<file path="src/rtl/tap_pkg.sv">
// Shared TAP state encodings, opcode constants and DR select type.
// The IDCODE data register is built only when TAP_IDCODE_EN is defined.
package tap_pkg;

  typedef enum logic [3:0] {
    TLR    = 4'd0,
    RTI    = 4'd1,
    SEL_DR = 4'd2,
    CAP_DR = 4'd3,
    SH_DR  = 4'd4,
    EX1_DR = 4'd5,
    PAU_DR = 4'd6,
    EX2_DR = 4'd7,
    UPD_DR = 4'd8,
    SEL_IR = 4'd9,
    CAP_IR = 4'd10,
    SH_IR  = 4'd11,
    EX1_IR = 4'd12,
    PAU_IR = 4'd13,
    EX2_IR = 4'd14,
    UPD_IR = 4'd15
  } tap_state_e;

  // BYPASS is all-ones at whatever IR width the TAP is built with.
  localparam int OP_IDCODE = 1;
  localparam int OP_USER   = 2;

  typedef enum logic [1:0] {
    DR_BYPASS = 2'd0,
    DR_IDCODE = 2'd1,
    DR_USER   = 2'd2
  } dr_sel_e;

endpackage

</file>
<file path="src/rtl/tap_state_fsm.sv">
// IEEE 1149.1 TAP controller state register and next-state graph.
// next_state is exported so the datapath can act on entry into Test-Logic-Reset.
module tap_state_fsm
  import tap_pkg::*;
(
  input  logic       TCLK,
  input  logic       TRST,
  input  logic       TMS,
  output tap_state_e state,
  output tap_state_e next_state
);

  always_comb begin
    next_state = TLR;
    case (state)
      TLR:    next_state = TMS ? TLR    : RTI;
      RTI:    next_state = TMS ? SEL_DR : RTI;
      SEL_DR: next_state = TMS ? SEL_IR : CAP_DR;
      CAP_DR: next_state = TMS ? EX1_DR : SH_DR;
      SH_DR:  next_state = TMS ? EX1_DR : SH_DR;
      EX1_DR: next_state = TMS ? UPD_DR : PAU_DR;
      PAU_DR: next_state = TMS ? EX2_DR : PAU_DR;
      EX2_DR: next_state = TMS ? UPD_DR : SH_DR;
      UPD_DR: next_state = TMS ? SEL_DR : RTI;
      SEL_IR: next_state = TMS ? TLR    : CAP_IR;
      CAP_IR: next_state = TMS ? EX1_IR : SH_IR;
      SH_IR:  next_state = TMS ? EX1_IR : SH_IR;
      EX1_IR: next_state = TMS ? UPD_IR : PAU_IR;
      PAU_IR: next_state = TMS ? EX2_IR : PAU_IR;
      EX2_IR: next_state = TMS ? UPD_IR : SH_IR;
      UPD_IR: next_state = TMS ? SEL_DR : RTI;
      default: next_state = TLR;
    endcase
  end

  always_ff @(posedge TCLK or negedge TRST) begin
    if (!TRST) begin
      state <= TLR;
    end else begin
      state <= next_state;
    end
  end

endmodule

</file>
<file path="src/rtl/jtag_tap_ctrl.sv">
// JTAG TAP controller with IR, BYPASS and USER data registers.
// Define TAP_IDCODE_EN to add the 32-bit IDCODE register and make IDCODE the reset instruction.
module jtag_tap_ctrl
  import tap_pkg::*;
#(
  parameter int          IR_LEN     = 4,
  parameter int          USER_LEN   = 8,
  parameter logic [31:0] IDCODE_VAL = 32'h1000_0001
) (
  input  logic                TCLK,
  input  logic                TRST,
  input  logic                TMS,
  input  logic                TDI,
  output logic                TDO,
  output logic                TDO_EN,
  output logic [3:0]          state_out,
  output logic [IR_LEN-1:0]   ir_out,
  input  logic [USER_LEN-1:0] user_cap_in,
  output logic [USER_LEN-1:0] user_upd_out,
  output logic                user_upd_stb
);

  if (IR_LEN < 2 || USER_LEN < 1 || IDCODE_VAL[0] != 1'b1) begin : g_bad_params
    $error("jtag_tap_ctrl: illegal parameter set");
  end

  localparam logic [IR_LEN-1:0] IR_BYPASS  = '1;
  localparam logic [IR_LEN-1:0] IR_USER    = IR_LEN'(OP_USER);
  localparam logic [IR_LEN-1:0] IR_CAPTURE = IR_LEN'(2'b01);
`ifdef TAP_IDCODE_EN
  localparam logic [IR_LEN-1:0] IR_IDCODE  = IR_LEN'(OP_IDCODE);
  localparam logic [IR_LEN-1:0] IR_RESET   = IR_IDCODE;
`else
  localparam logic [IR_LEN-1:0] IR_RESET   = IR_BYPASS;
`endif

  tap_state_e state;
  tap_state_e next_state;

  logic [IR_LEN-1:0]   ir_sr;
  logic                bypass_sr;
  logic [USER_LEN-1:0] user_sr;
  dr_sel_e             dr_sel;
  logic                dr_lsb;

  tap_state_fsm u_fsm (
    .TCLK       (TCLK),
    .TRST       (TRST),
    .TMS        (TMS),
    .state      (state),
    .next_state (next_state)
  );

  assign state_out = state;

  // Unknown opcodes, including the explicit all-ones one, fall through to BYPASS.
  always_comb begin
    dr_sel = DR_BYPASS;
    if (ir_out == IR_USER) dr_sel = DR_USER;
`ifdef TAP_IDCODE_EN
    else if (ir_out == IR_IDCODE) dr_sel = DR_IDCODE;
`endif
  end

  always_ff @(posedge TCLK or negedge TRST) begin
    if (!TRST) begin
      ir_sr  <= '0;
      ir_out <= IR_RESET;
    end else begin
      case (state)
        CAP_IR: ir_sr <= IR_CAPTURE;
        SH_IR:  ir_sr <= (ir_sr >> 1) | (IR_LEN'(TDI) << (IR_LEN - 1));
        default: ;
      endcase
      // Reload on entry into (and while in) TLR so the reset instruction is live immediately.
      if (next_state == TLR) begin
        ir_out <= IR_RESET;
      end else if (state == UPD_IR) begin
        ir_out <= ir_sr;
      end
    end
  end

  always_ff @(posedge TCLK or negedge TRST) begin
    if (!TRST) begin
      bypass_sr    <= 1'b0;
      user_sr      <= '0;
      user_upd_out <= '0;
      user_upd_stb <= 1'b0;
    end else begin
      user_upd_stb <= 1'b0;
      if (dr_sel == DR_BYPASS) begin
        case (state)
          CAP_DR: bypass_sr <= 1'b0;
          SH_DR:  bypass_sr <= TDI;
          default: ;
        endcase
      end
      if (dr_sel == DR_USER) begin
        case (state)
          CAP_DR: user_sr <= user_cap_in;
          SH_DR:  user_sr <= (user_sr >> 1) | (USER_LEN'(TDI) << (USER_LEN - 1));
          UPD_DR: begin
            user_upd_out <= user_sr;
            user_upd_stb <= 1'b1;
          end
          default: ;
        endcase
      end
    end
  end

`ifdef TAP_IDCODE_EN
  logic [31:0] idcode_sr;

  always_ff @(posedge TCLK or negedge TRST) begin
    if (!TRST) begin
      idcode_sr <= '0;
    end else if (dr_sel == DR_IDCODE) begin
      case (state)
        CAP_DR: idcode_sr <= IDCODE_VAL;
        SH_DR:  idcode_sr <= {TDI, idcode_sr[31:1]};
        default: ;
      endcase
    end
  end
`endif

  always_comb begin
    dr_lsb = bypass_sr;
    case (dr_sel)
      DR_USER:   dr_lsb = user_sr[0];
`ifdef TAP_IDCODE_EN
      DR_IDCODE: dr_lsb = idcode_sr[0];
`endif
      default:   dr_lsb = bypass_sr;
    endcase
  end

  // TDO moves on the falling edge so the host samples a stable bit on the next rising edge.
  always_ff @(negedge TCLK or negedge TRST) begin
    if (!TRST) begin
      TDO    <= 1'b0;
      TDO_EN <= 1'b0;
    end else begin
      TDO    <= (state == SH_IR) ? ir_sr[0] : ((state == SH_DR) ? dr_lsb : 1'b0);
      TDO_EN <= (state == SH_IR) || (state == SH_DR);
    end
  end

endmodule

</file>
<file path="config.mk">
export PLATFORM = sky130hd
export DESIGN_NAME = jtag_tap_ctrl
export DESIGN_NICKNAME = d
export VERILOG_FILES = /design/src/rtl/tap_pkg.sv /design/src/rtl/tap_state_fsm.sv /design/src/rtl/jtag_tap_ctrl.sv
export SDC_FILE = /design/constraint.sdc
export NUM_CORES = 1
export LEC_CHECK = 0
export ABC_AREA = 1
export BUFFER_PORTS_ARGS = -buffer_cell sky130_fd_sc_hd__buf_2
export CAP_MARGIN = 30
export CORE_ASPECT_RATIO = 0.7
export CORE_UTILIZATION = 40
export CTS_CLUSTER_SIZE = 28
export DETAILED_ROUTE_END_ITERATION = 10
export GPL_TIMING_DRIVEN = 0
export PLACE_DENSITY = 0.6
export SYNTH_ARGS = -nofsm -noshare
export SYNTH_HDL_FRONTEND = slang
export SYNTH_SLANG_ARGS = --single-unit
</file>
<file path="constraint.sdc">
create_clock -name TCLK -period 1.3 [get_ports TCLK]
set_input_delay 0.26 -clock TCLK [delete_from_list [all_inputs] [get_ports TCLK]]
set_output_delay 0.26 -clock TCLK [all_outputs]
set_load 0.05 [all_outputs]
</file>
* Word level (Yosys, flattened, before mapping)
Cells that the tools add are included.
Storage, ports and cells: register bits after elaboration 32, input bits 12, logic and storage cells 65
Operators by class: equal/unequal tests 17, muxes and demuxes 24, bitwise operators 2, reduce and logical (&&, ||, !) cells 13
Operator list (count):
- $pmux 4 s12 | 1
- $eq 4x4->1 const B | 8
- $mux 4 | 6
- $eq 4x3->1 const B | 4
- $pmux 8 s2 | 1
- $eq 4x2->1 const B | 3
- $logic_not 4->1 | 2
- $mux 1 | 8
- $mux 2 | 4
- $or 7x8->8 | 1
- $pmux 4 s2 | 1
- $mux 3 | 2
- $reduce_and 2->1 | 3
- $reduce_bool 2->1 | 3
- $eq 4x1->1 const B | 1
- $or 3x4->4 | 1
- $reduce_or 2->1 | 2
- $reduce_or 3->1 | 1
- $eq 2x2->1 const B | 1
- $logic_not 2->1 | 1
- $pmux 1 s2 | 1
- $logic_or 1x1->1 | 1

* Logic depth before layout (Yosys ltp)
Gate-level depths: netlist of run 1.
depth in word-level cells 6, mapped depth 12, mapped depth without buffers 11

* Cells and area by module
Synthesis of run 1 repeated with hierarchy kept, for this count alone.
Unflattened totals: cell total of the unflattened synthesis 217, area total of the unflattened synthesis 1674.1 um^2
Modules (own cells, without submodules):
- jtag_tap_ctrl | instances 1, cells each 162, area an instance 1338.8 um^2
- tap_state_fsm | instances 1, cells each 55, area an instance 335.3 um^2

==> run_results.csv, run 1 <==
group,metric,value,unit
clocking,clock_path_buffers,2,
placement,gp_congestion,0.959,
clocking,insertion_delay,0.29,ns
logic_synthesis,syn_nets,201,
global_route,grt_remaining_overflow,0,
layout,multi_input_area,830,um^2
detailed_routing,vias_per_cell,5.17,
status,failed_checks,"setup timing",
critical_path,cpLargestDelayFamily,"flip-flops",
floorplan,fp.coreArea,3670,um^2
logic_synthesis,ys_types,27,
floorplan,num_io_pins,31,
placement,dp_hpwl,2540,um
logic_synthesis,ys_ff_latch,32,
power_and_ir_drop,power_switching_share,46.1,%
power_and_ir_drop,p_clk_share,13.6,%
detailed_routing,drt_pass1_iterations,4,
clocking,cts_root_buffer,"clkbuf_8",
logic_synthesis,synth-main-ff-cell,"dfrtp_1",
sta,slew_viol_final,0,
power_and_ir_drop,p_int,2.95,mW
detailed_routing,ant_nets,0,
critical_path,cpMaxStageDelayCell,"dfrtp_2",
layout,antenna_cells,0,
detailed_routing,drt_iter0_drc,168,
sta,setup_slack,-0.470,ns
power_and_ir_drop,leakage,1.26,nW
floorplan,die_h,55.1,um
layout,fin_cells,308,
power_and_ir_drop,comb_power_share,59.1,%
sta,rsz0062_at_grt,"true",
layout,final-seq-area,811,um^2
sta,worst_pin_slew,0.721,ns
sta,timing.hold.ws,0.0358,ns
floorplan,dieArea,4280,um^2
logic_synthesis,ys_warn_count,0,
detailed_routing,drc,0,
critical_path,worstSetupPathType,"reg -> reg",
global_route,grt_max_degree,33,
detailed_routing,vias,1593,
logic_synthesis,yosysTopAreaCellShare,40.4,%
logic_synthesis,yosys.area.top_type,"dfrtp_1",
power_and_ir_drop,seqPwrFrac,27.3,%
clocking,cts.htree.levels,2,
power_and_ir_drop,powerDensity,2210,nW/um^2
critical_path,required,0.77,ns
logic_synthesis,synth.yosys.seq_area_share,50.1,%
power_and_ir_drop,p_switching,2.52,mW
logic_synthesis,synth_common_cells,"49 x nand2_1, 26 x dfrtp_1, 23 x inv_1",
critical_path,crit_chain,"inv_2 -> nor2_4 -> nand2_4 -> inv_4 -> buf_8 -> o21ai_2 -> o22ai_1",
global_route,antenna_found_initial,0,
critical_path,critPathMaxStageDelay,0.42,ns
layout,area_growth,54.0,%
logic_synthesis,avgSynthCellArea,8.51,um^2
sta,skew,0.0115,ns
clocking,cts_tree,"built",
critical_path,cp.arrival,1.24,ns
clocking,clkTransAtPathRegs,0.07,ns
job,drv_cap,0,
power_and_ir_drop,ir_drop,0.00149,V
logic_synthesis,synthArstFlopShare,100,%
worst_hold_path,hold_path_class,"in -> async",
floorplan,std_cell_rows,18,
layout,nFillCells,274,
logic_synthesis,synth_edf_count,0,
floorplan,fp.dieW,77.8,um
layout,drive_above_1_share,58.9,%
critical_path,crit_path_max_fanout,4,
logic_synthesis,synth_cells,189,
global_route,grt_pass1_wl,6600,um
clocking,clock_sinks,32,
placement,dp_cells,269,
detailed_routing,wl_per_cell,15.2,um
logic_synthesis,synth_area,1610,um^2
logic_synthesis,synth.area.top_cells,"dfrtp_1 40%, nand2_1 11%, dfstp_2 6.5%, inv_1 5.4%, o21ai_2 4.9%",
sta,maxSlewHeadroom,51.9,%
layout,layout.nets,269,
clocking,numCtsBuffers,5,
logic_synthesis,yosysMostFrequentCell,"nand2_1",
critical_path,endpoint_kind,"register",
sta,hold_viol,0,
global_route,grt_pass1_vias,1389,
clocking,cts_hold_buf,0,
critical_path,critPathLaunchType,"register",
global_route,grt_use_total,21.0,%
floorplan,initial_core_util,43.8,%
status,status,"finished, violations left",
critical_path,critPathBufInv,3,
detailed_routing,wirelength,4670,um
sta,setup_viol,33,
placement,io_buffers,30,
## power by group through the flow
stage	clock network, mW	registers, mW	logic (mW)
3_3_place_gp	0	1.42	1.90
3_5_place_dp	0	1.44	1.91
4_1_cts	0.748	1.45	2.37
6_report	0.742	1.50	3.23
5_1_grt	0.794	1.52	3.43
2_1_floorplan	0	1.91	1.02
## cell usage in the layout (no fill, tap or decap), drive strengths merged
cell     n
o22ai    4
a21oi    3
dfrtp   26
o21a     1
inv     28
clkinv   3
dfrtn    2
clkbuf   7
a31oi    1
dfstp    4
o21ai   24
o211ai   7
o221ai   1
buf     66
nand2   54
nand3    8
nor2    19
## worst paths after layout
path	slack [ns]	from	cells after the start	end
max reg2reg	-0.47	u_fsm.state[2]$_DFF_PN0_	7	TDO$_DFF_NN0_
min reg2reg	0.49	user_upd_out[4]$_DFFE_PN0P_	2	user_upd_out[4]$_DFFE_PN0P_
max in group asynchronous	0.25	TRST	1	TDO_EN$_DFF_NN0_
max	-0.47	u_fsm.state[2]$_DFF_PN0_	7	TDO$_DFF_NN0_
min	0.04	TRST	1	user_sr[4]$_DFFE_PN0P_
min in group TCLK	0.22	user_cap_in[5]	3	user_sr[5]$_DFFE_PN0P_
## layer usage
| metal | global-route usage, % | share of wire (%) | wire length, um | vias to the layer above |
|---|---|---|---|---|
| met1 | 26.7 | 44 | 2040 | 765 |
| met5 | 0 | 0 | 0 | - |
| met2 | 35.3 | 48 | 2250 | 65 |
| li1 | - | - | - | 751 |
| met3 | 5.90 | 6.3 | 296 | 12 |
| met4 | 7.23 | 2.0 | 93 | 0 |
## sequential cells by signal, summed over array words and instances (netlist names)
| register | cells |
|---|---|
| TDO_EN | 1 |
| u_fsm.state | 4 |
| user_upd_out | 8 |
| TDO | 1 |
| bypass_sr | 1 |
| ir_out | 4 |
| ir_sr | 4 |
| user_upd_stb | 1 |
| user_sr | 8 |
## stage by stage
| stage | setup TNS (ns) | util (%) | area, um^2 | setup WS [ns] | power, mW |
|---|---|---|---|---|---|
| 2_1_floorplan | -4.16 | - | 1650 | -0.683 | 2.93 |
| 3_3_place_gp | -2.97 | 50.7 | 1860 | -0.647 | 3.32 |
| 3_5_place_dp | -3.67 | 50.7 | 1860 | -0.679 | 3.34 |
| 4_1_cts | -5.11 | 59.7 | 2190 | -0.464 | 4.57 |
| 5_1_grt | -7.50 | 67.5 | 2480 | -0.514 | 5.74 |
| 6_report | -6.03 | 67.5 | 2480 | -0.470 | 5.47 |
## cells by family after synthesis
group | Yosys count | share of synthesized area, %
buffers and inverters | 35 | 10.6
AO/OA/AOI/OAI | 41 | 17.3
AND/OR/NAND/NOR | 81 | 22.0
flip-flops | 32 | 50.1
## cell type report
class / instances / area share (%)
Buffer: 3 / 2.22
Clock buffer: 7 / 3.08
Sequential cell: 32 / 32.7
Multi-Input combinational cell: 122 / 33.5
Timing Repair Buffer: 63 / 20.7
Tap cell: 50 / 2.52
Inverter: 30 / 5.05
Clock inverter: 1 / 0.202
## repair_timing
item	4_1_cts	5_1_grt
hold endpoints to repair	0	0
gates resized for setup	31	57
pin swaps	6	18
cloned	1	0
buffers inserted	17	16
setup endpoints to repair	30	39
Note: power is estimated with default switching activity, not from simulation.
==> run 2, diff against run 1 <==
==> constraint.sdc (replaced) <==
create_clock -name TCLK -period 1.3 [get_ports TCLK]
set_input_delay 0.26 -clock TCLK [delete_from_list [all_inputs] [get_ports TCLK]]
set_output_delay 0.26 -clock TCLK [all_outputs]
set_load 0.02 [all_outputs]
==> run_results.csv, run 2 (synthesis results as in run 1) <==
group,metric,value,unit
sta,rsz0062_at_grt,"true",
floorplan,num_io_pins,31,
detailed_routing,wl_per_cell,15.8,um
critical_path,rr_endpoint,"TDO$_DFF_NN0_",
clocking,cts.htree.levels,2,
placement,gp_congestion,0.896,
clocking,clock_path_buffers,2,
global_route,grt_remaining_overflow,0,
clocking,numCtsBuffers,5,
power_and_ir_drop,leakage,1.30,nW
layout,layout_commonest_cell,"nand2_1",
layout,antenna_cells,0,
clocking,cts_root_buffer,"clkbuf_8",
job,drv_cap,0,
placement,dp_hpwl,2530,um
layout,layout_common_cells,"26 x nand2_1, 24 x buf_2, 22 x dfrtp_1",
clocking,clock_sinks,32,
status,status,"finished, violations left",
detailed_routing,wirelength,4880,um
sta,slew_viol_final,0,
layout,largestRegisters,"user_sr: 8 flops, user_upd_out: 8 flops",
global_route,grt_max_degree,33,
layout,layout.nets,270,
global_route,antenna_found_initial,0,
sta,timing.hold.ws,0.0174,ns
sta,maxSlewHeadroom,54.1,%
floorplan,fp.dieW,77.8,um
critical_path,rr_startpoint,"u_fsm.state[2]$_DFF_PN0_",
critical_path,required,0.78,ns
global_route,grt_pass1_wl,6220,um
sta,setup_slack,-0.450,ns
layout,multi_input_area,861,um^2
detailed_routing,ant_nets,0,
power_and_ir_drop,powerDensity,2090,nW/um^2
layout,drive_above_1_share,61.8,%
detailed_routing,drc,0,
layout,final-seq-area,811,um^2
detailed_routing,drt_pass1_iterations,4,
floorplan,std_cell_rows,18,
clocking,insertion_delay,0.29,ns
critical_path,reg2reg_slack,-0.45,ns
power_and_ir_drop,ir_drop,0.00113,V
sta,worst_pin_slew,0.689,ns
floorplan,initial_core_util,43.8,%
sta,setup_tns,-7.92,ns
critical_path,critPathLaunchType,"register",
global_route,grt_pass1_vias,1320,
floorplan,die_h,55.1,um
sta,skew,0.0113,ns
critical_path,reg2regPathDepth,7,
clocking,clkTransAtPathRegs,0.07,ns
floorplan,dieArea,4280,um^2
clocking,cts_tree,"built",
layout,area_growth,61.4,%
sta,setup_viol,29,
detailed_routing,drt_iter0_drc,143,
detailed_routing,vias_per_cell,5.16,
placement,place_ws,-0.685,ns
floorplan,fp.coreArea,3670,um^2
layout,nFillCells,270,
critical_path,cp.arrival,1.23,ns
critical_path,endpoint_kind,"register",
critical_path,crit_path_max_fanout,3,
detailed_routing,vias,1593,
placement,io_buffers,30,
critical_path,worstSetupPathType,"reg -> reg",
status,failed_checks,"setup timing",
worst_hold_path,hold_path_class,"in -> async",
sta,hold_viol,0,
global_route,grt_use_total,20.2,%
[run 2: changes by cell type in the layout (fill, tap and decap cells not counted), sizes merged]
cell and change:
clkinv -2, bufinv +1, clkinvlp +1, inv +2, clkbuf -1
[run 2: how the worst max path moves through the flow]
stage	startpoint	endpoint	cells past startpoint
final	u_fsm.state[2]$_DFF_PN0_	TDO$_DFF_NN0_	7
after floorplan	u_fsm.state[0]$_DFF_PN0_	TDO$_DFF_NN0_	7
after detailed placement	u_fsm.state[0]$_DFF_PN0_	TDO$_DFF_NN0_	7
after global placement	u_fsm.state[1]$_DFF_PN0_	TDO$_DFF_NN0_	7
after global routing	u_fsm.state[2]$_DFF_PN0_	TDO$_DFF_NN0_	7
after CTS	ir_out[0]$_DFFE_PN1P_	TDO$_DFF_NN0_	5
[run 2: through the flow]
step	power, mW	instances	cell area [um^2]	utilization [%]
2_1_floorplan	2.62	189	1650	-
3_3_place_gp	3.01	269	1860	50.8
3_5_place_dp	3.03	269	1860	50.8
4_1_cts	4.70	299	2320	63.3
5_1_grt	5.71	309	2600	70.8
6_report	5.44	309	2600	70.8
[run 2: critical path: stages, from the launching register on]
cell	delay, ns
dfrtp_2	0.43
inv_4	0.08
nor2_4	0.04
nand2_4	0.09
inv_4	0.05
buf_8	0.11
o21ai_2	0.06
o22ai_1	0.09
[run 2: power breakdown]
part / internal [mW] / switching [mW]
clock network: 0.566 / 0.374
logic: 1.38 / 1.67
registers: 1.26 / 0.183
[run 2: metal layers]
metal,GRT usage (%),part of all wire (%),vias to the layer above
li1,-,-,751
met1,27.6,45,750
met2,29.4,47,77
met3,5.57,5.9,15
met4,11.0,2.8,0
met5,0,0,-
[run 2: repair_timing]
item                                    CTS  global route
gates resized for setup                  50            48
buffers inserted                         21            11
pin swaps                                14            16
cloned                                    1             1
hold buffers                              0             0
endpoints found under the setup margin   26            35
[run 2: cell type report]
type / instances / area share [%]
Sequential cell: 32 / 31.2
Inverter: 30 / 5.20
Buffer: 4 / 2.70
Tap cell: 50 / 2.41
Clock buffer: 5 / 2.65
Timing Repair Buffer: 63 / 21.1
Multi-Input combinational cell: 122 / 33.1
Clock inverter: 3 / 1.64
